$ cat config.mk
export PLATFORM = sky130hd
export DESIGN_NAME = pool_requant_drain
export DESIGN_NICKNAME = d
export VERILOG_FILES = /design/src/rtl/pool_requant_drain.sv
export SDC_FILE = /design/constraint.sdc
export NUM_CORES = 1
export LEC_CHECK = 0
export ABC_CLOCK_PERIOD_IN_PS = 19340
export BUFFER_PORTS_ARGS = -buffer_cell sky130_fd_sc_hd__buf_2
export CORE_MARGIN = 2
export CORE_UTILIZATION = 55
export CTS_CLUSTER_DIAMETER = 80
export DETAILED_ROUTE_END_ITERATION = 10
export MAX_ROUTING_LAYER = met4
export PLACE_DENSITY = 0.84
export SYNTH_ARGS = -nofsm -noshare
export SYNTH_HDL_FRONTEND = slang
export SYNTH_SLANG_ARGS = --single-unit
$ cat constraint.sdc
create_clock -name clk_i -period 19.34 [get_ports clk_i]
set_input_delay 3.868 -clock clk_i [delete_from_list [all_inputs] [get_ports clk_i]]
set_output_delay 3.868 -clock clk_i [all_outputs]
set_load 0.05 [all_outputs]
$ cat src/rtl/pool_requant_drain.sv
// Channel-ordered drain of K pooled accumulator streams with requantization
// (optional ReLU, round-half-up arithmetic shift, signed saturation).
module pool_requant_drain #(
    parameter int unsigned WIDTH = 24,
    parameter int unsigned OUT_W = 8,
    parameter int unsigned K     = 6,
    localparam int unsigned CW   = (K > 1) ? $clog2(K) : 1
) (
    input  logic                    clk_i,
    input  logic                    rst_async_i,
    input  logic [4:0]              shift_i,
    input  logic                    relu_en_i,
    input  logic [31:0]             frame_pixels_i,
    input  logic [K-1:0]            valid_i,
    output logic [K-1:0]            ready_o,
    input  logic signed [WIDTH-1:0] data_i [K],
    output logic                    m_valid_o,
    input  logic                    m_ready_i,
    output logic [OUT_W-1:0]        m_data_o,
    output logic [CW-1:0]           m_chan_o,
    output logic                    m_eop_o,
    output logic                    m_eof_o
);

    // Wide enough that x + 2^(shift-1) can never overflow for any shift.
    localparam int unsigned EXT_W = WIDTH + 33;
    localparam logic [CW-1:0] LAST_CH = CW'(K - 1);
    localparam logic signed [EXT_W-1:0] SAT_MAX =
        {{(EXT_W - OUT_W + 1){1'b0}}, {(OUT_W - 1){1'b1}}};
    localparam logic signed [EXT_W-1:0] SAT_MIN = ~SAT_MAX;

    logic [CW-1:0]  ch_idx;
    logic [31:0]    pix_cnt;
    logic [4:0]     cfg_shift;
    logic           cfg_relu;
    logic [31:0]    cfg_pixels;

    logic                    at_boundary_c;
    logic [4:0]              eff_shift_c;
    logic                    eff_relu_c;
    logic [31:0]             eff_pixels_c;
    logic                    adv_c;
    logic                    sel_valid_c;
    logic signed [WIDTH-1:0] sel_data_c;
    logic                    accept_c;
    logic                    eop_c;
    logic                    eof_c;

    logic signed [EXT_W-1:0] x_ext_c;
    logic signed [EXT_W-1:0] bias_c;
    logic signed [EXT_W-1:0] biased_c;
    logic signed [EXT_W-1:0] shifted_c;
    logic [OUT_W-1:0]        q_c;

    // At a frame boundary the live inputs apply immediately, so the first
    // accept of a frame already sees the configuration being captured.
    assign at_boundary_c = (ch_idx == '0) && (pix_cnt == '0);
    assign eff_shift_c   = at_boundary_c ? shift_i        : cfg_shift;
    assign eff_relu_c    = at_boundary_c ? relu_en_i      : cfg_relu;
    assign eff_pixels_c  = at_boundary_c ? frame_pixels_i : cfg_pixels;

    assign adv_c = !m_valid_o || m_ready_i;

    // Only the current channel is offered ready; valid_i does not feed back.
    always_comb begin
        ready_o = '0;
        for (int k = 0; k < int'(K); k++) begin
            ready_o[k] = adv_c && !rst_async_i && (ch_idx == CW'(k));
        end
    end

    always_comb begin
        sel_valid_c = 1'b0;
        sel_data_c  = '0;
        for (int k = 0; k < int'(K); k++) begin
            if (ch_idx == CW'(k)) begin
                sel_valid_c = valid_i[k];
                sel_data_c  = data_i[k];
            end
        end
    end

    assign accept_c = sel_valid_c && adv_c;
    assign eop_c    = (ch_idx == LAST_CH);
    assign eof_c    = eop_c && (pix_cnt == (eff_pixels_c - 32'd1));

    // Requantize: ReLU, rounding shift, saturate.
    always_comb begin
        x_ext_c = {{(EXT_W - WIDTH){sel_data_c[WIDTH-1]}}, sel_data_c};
        if (eff_relu_c && sel_data_c[WIDTH-1]) begin
            x_ext_c = '0;
        end
        bias_c = '0;
        if (eff_shift_c != 5'd0) begin
            bias_c = EXT_W'(1) << (eff_shift_c - 5'd1);
        end
        biased_c  = x_ext_c + bias_c;
        shifted_c = biased_c >>> eff_shift_c;
        if (shifted_c > SAT_MAX) begin
            q_c = SAT_MAX[OUT_W-1:0];
        end else if (shifted_c < SAT_MIN) begin
            q_c = SAT_MIN[OUT_W-1:0];
        end else begin
            q_c = shifted_c[OUT_W-1:0];
        end
    end

    // Channel / pixel position and frame configuration.
    always_ff @(posedge clk_i or posedge rst_async_i) begin
        if (rst_async_i) begin
            ch_idx     <= '0;
            pix_cnt    <= '0;
            cfg_shift  <= '0;
            cfg_relu   <= 1'b0;
            cfg_pixels <= '0;
        end else begin
            if (at_boundary_c) begin
                cfg_shift  <= shift_i;
                cfg_relu   <= relu_en_i;
                cfg_pixels <= frame_pixels_i;
            end
            if (accept_c) begin
                if (eop_c) begin
                    ch_idx  <= '0;
                    pix_cnt <= eof_c ? 32'd0 : (pix_cnt + 32'd1);
                end else begin
                    ch_idx  <= ch_idx + CW'(1);
                end
            end
        end
    end

    // Output register; holds everything while the consumer stalls.
    always_ff @(posedge clk_i or posedge rst_async_i) begin
        if (rst_async_i) begin
            m_valid_o <= 1'b0;
            m_data_o  <= '0;
            m_chan_o  <= '0;
            m_eop_o   <= 1'b0;
            m_eof_o   <= 1'b0;
        end else if (adv_c) begin
            m_valid_o <= accept_c;
            if (accept_c) begin
                m_data_o <= q_c;
                m_chan_o <= ch_idx;
                m_eop_o  <= eop_c;
                m_eof_o  <= eof_c;
            end
        end
    end

endmodule

==> flow_metrics.env <==
export IMPL_cp_startpoint="shift_i[1]"
export IMPL_layout_drive_gt1_share=0.174
export IMPL_grt_use_total=0.404
export IMPL_hold_path_depth=2
export IMPL_synth_ff_type="dfrtp_1"
export IMPL_critPathSlowestCell="nor2_1"
export IMPL_p_leak_nw=6.00
export IMPL_final_hold_violation_count=0
export IMPL_clk_pin_slew_worst_paths_ns=0.07
export IMPL_crit_path_cell_trace="buf_2 > mux2i_4 > buf_4 > clkinv_2 > nor2_1 > nand2_1 > nor3_1 > ha_1 > nand2_1 > o211ai_1 > o2111ai_1 > and3_1 > nor2_1 > a211o_1 > o311ai_2 > a221oi_1 > nand4_1 > nor4_1 > and3_1 > a221oi_2"
export IMPL_rrSetupSlack_ns=10.26
export IMPL_netlist_area_mm2=0.0122
export IMPL_clkLatencyLatePin_ns=0.36
export IMPL_nets=2058
export IMPL_yosys_warnings=0
export IMPL_cp_data_required_time_ns=19.56
export IMPL_grt_max_degree=69
export IMPL_synth_xor_area_frac=0.0603
export IMPL_num_rows=54
export IMPL_cts_tree="built"
export IMPL_hpwl_mm=36.7
export IMPL_maxSlewViolCount=0
export IMPL_post_route_period_util=0.556
export IMPL_cp_end_kind="flop"
export IMPL_ys_async_sr_fraction=1.00
export IMPL_finalWirelength_mm=47.1
export IMPL_vdd_drop_max_mv=0.0900
export IMPL_io_buffer_count=210
export IMPL_grt_overflow_total=0
export IMPL_cap_viol_max_count=0
export IMPL_cts_buffer_depth=2
export IMPL_ios=211
export IMPL_whs_endpoint="m_data_o[7]"
export IMPL_crit_fanout=43
export IMPL_synth_fp_nets=1933
export IMPL_die_y_um=153
export IMPL_timing_rr_start="pix_cnt[2]"
export IMPL_start_util=0.559
export IMPL_avgSynthCellArea_um2=7.13
export IMPL_dr_first_iter_drc_count=1511
export IMPL_dp_slack_ns=8.47
export IMPL_antenna_found_initial=1
export IMPL_cts_buffers=9
export IMPL_timing_rr_end="m_data_o[5]"
export IMPL_synth_top_family_by_area="compound AO/OA/AOI/OAI gates"
export IMPL_post_cts_buffers=0
export IMPL_worst_path_buf_inv=3
export IMPL_outcome="complete, no violations"
export IMPL_synthDistinctLibCells=98
export IMPL_hold_class="flop to flop"
export IMPL_setup_violations=0
export IMPL_cp_arrival_ns=10.98
export IMPL_fin_setup_tns_ns=0
export IMPL_post_route_min_period_ns=10.76
export IMPL_hp_start="m_data_o[7]"
export IMPL_grt_pass1_vias=13700
export IMPL_synth_simple_area_share=0.283
export IMPL_p_per_area_mw_per_mm2=103
export IMPL_fin_worst_skew_ns=0.0136
export IMPL_cts_sinks=87
export IMPL_synth_compound_area_share=0.285
export IMPL_die_x_um=153
export IMPL_wl_per_cell_um=22.2
export IMPL_tightest_slew_ns=1.06
export IMPL_via_count=14100
export IMPL_power_mw=1.38
export IMPL_rsz0062_at_grt="false"
export IMPL_post_drt_via_cell_ratio=6.68
export IMPL_antenna_left=0
export IMPL_slew_headroom=0.291
export IMPL_fin_util=0.620
export IMPL_cts_htree_levels=3
export IMPL_holdBufCountCts=0
export IMPL_die_area_mm2=0.0233
export IMPL_synth_fa_ha_area_frac=0.0397
export IMPL_slowest_delay_ns=0.70
export IMPL_crit_type="input port to flop"
export IMPL_drc_errors=0
export IMPL_cts_root_buf="clkbuf_16"
export IMPL_grt_pass1_wl_mm=74.2
export IMPL_fmax_mhz=92.9
export IMPL_hold_slack_ns=0.483
export IMPL_yosysSeqAreaShare=0.179
export IMPL_critPathLaunchType="input port"
export IMPL_drtPass1Iterations=7
export IMPL_core_mm2=0.0218
export IMPL_synthMuxAreaShare=0.0919
export IMPL_ys_seq_elements=87
export IMPL_path_delay_family="simple AND/OR/NAND/NOR gates"
export IMPL_syn2layout_area_growth_pct=10.9
export IMPL_cts_resized=0
export IMPL_synth_edf_count=0
export IMPL_reg2reg_depth=23
export IMPL_syn_inst=1704
export IMPL_finalWorstSetupSlack_ns=8.58
export IMPL_gp_congestion=1.11
-- per-layer routing --
layer | vias up | wire length [um] | GRT usage
met5 | - | 0 | -
met4 | 0 | 2770 | 0.208
met3 | 160 | 4080 | 0.0543
met2 | 807 | 21400 | 0.640
met1 | 6595 | 18800 | 0.504
li1 | 6563 | - | -
-- tightest hold or removal path: cells and delay by family, from the launching register on --
kind               cells  cell delay, ns
DFF                    1            0.34
and+or+nand+nor        1            0.05
AOI/OAI and AO/OA      1            0.06
-- how the worst max path moves through the flow --
stage          slack, ns     endpoint  depth (start not counted)
3_3_place_gp        8.56  m_data_o[0]                         20
6_report            8.58  m_data_o[5]                         20
2_1_floorplan       8.20   ready_o[2]                          3
5_1_grt             8.19  m_data_o[0]                         24
3_5_place_dp        8.47  m_data_o[6]                         24
4_1_cts             8.81  m_data_o[6]                         24
-- cells in the final DEF, fill, tap and decap left out, drive strengths merged, types with 15 or more instances in the layout --
cell type  synthesis  final
buf               58    230
a21oi            108    108
and3              32     32
a221oi            15     15
o211ai            29     29
nor2             205    205
mux2i             87     87
nand2b            18     18
nand4             34     34
dfrtp             87     87
a211oi            44     44
nor3              59     59
nand3             44     44
xnor2             45     45
mux2              19     19
a22oi             28     28
ha                37     37
a31oi             16     16
nor4              26     26
inv               44     47
xor2              36     36
nand2            225    225
o21ai            138    138
-- state kept, by name, indices dropped and copies added (netlist names) --
signal,count
cfg_pixels,32
cfg_relu,1
cfg_shift,5
ch_idx,3
m_chan_o,3
m_data_o,8
m_eof_o,1
m_eop_o,1
m_valid_o,1
pix_cnt,32
-- logic make-up after synthesis --
| group | after synthesis |
|---|---|
| xor+xnor | 82 |
| fa+ha+maj | 38 |
| buf+inv | 161 |
| compound gates | 513 |
| simple gates | 715 |
| flops | 87 |
| mux | 106 |
| other cells | 2 |
-- through the flow --
| step | cells | instance area, um^2 |
|---|---|---|
| 6_report | 2115 | 13500 |
| 3_5_place_dp | 2098 | 13200 |
| 4_1_cts | 2114 | 13500 |
| 2_1_floorplan | 1704 | 12200 |
| 3_3_place_gp | 2098 | 13200 |
| 5_1_grt | 2115 | 13500 |
-- synthesized netlist by cell type (29+ instances only) --
cell,instances,share of area
nand4_1,33,0.017
o21ai_0,134,0.055
ha_1,37,0.038
nor2_1,202,0.062
xnor2_1,45,0.032
a211oi_1,43,0.027
buf_2,30,0.012
xor2_1,36,0.026
inv_1,42,0.013
mux2i_1,85,0.070
o211ai_1,29,0.018
nor3_1,58,0.024
dfrtp_1,87,0.18
nand3_1,43,0.018
nand2_1,223,0.069
and3_1,32,0.016
a21oi_1,107,0.044
clkbuf_1,57,0.018
-- layout make-up --
class | count | area, um^2
Multi-Input combinational cell | 1456 | 9290
Timing Repair Buffer | 230 | 1200
Antenna cell | 1 | 2.50
Clock buffer | 9 | 225
Tap cell | 280 | 350
Fill cell | 2009 | 8270
Inverter | 45 | 171
Sequential cell | 87 | 2180
Clock inverter | 7 | 65.1
-- power by group --
| group | total [mW] | switching (mW) | internal, mW |
|---|---|---|---|
| Clock | 0.177 | 0.0860 | 0.0907 |
| Sequential | 0.233 | 0.0262 | 0.207 |
| Combinational | 0.974 | 0.641 | 0.334 |
| Total | 1.38 | 0.753 | 0.631 |
No activity file was read; power rests on OpenSTA's default activity.
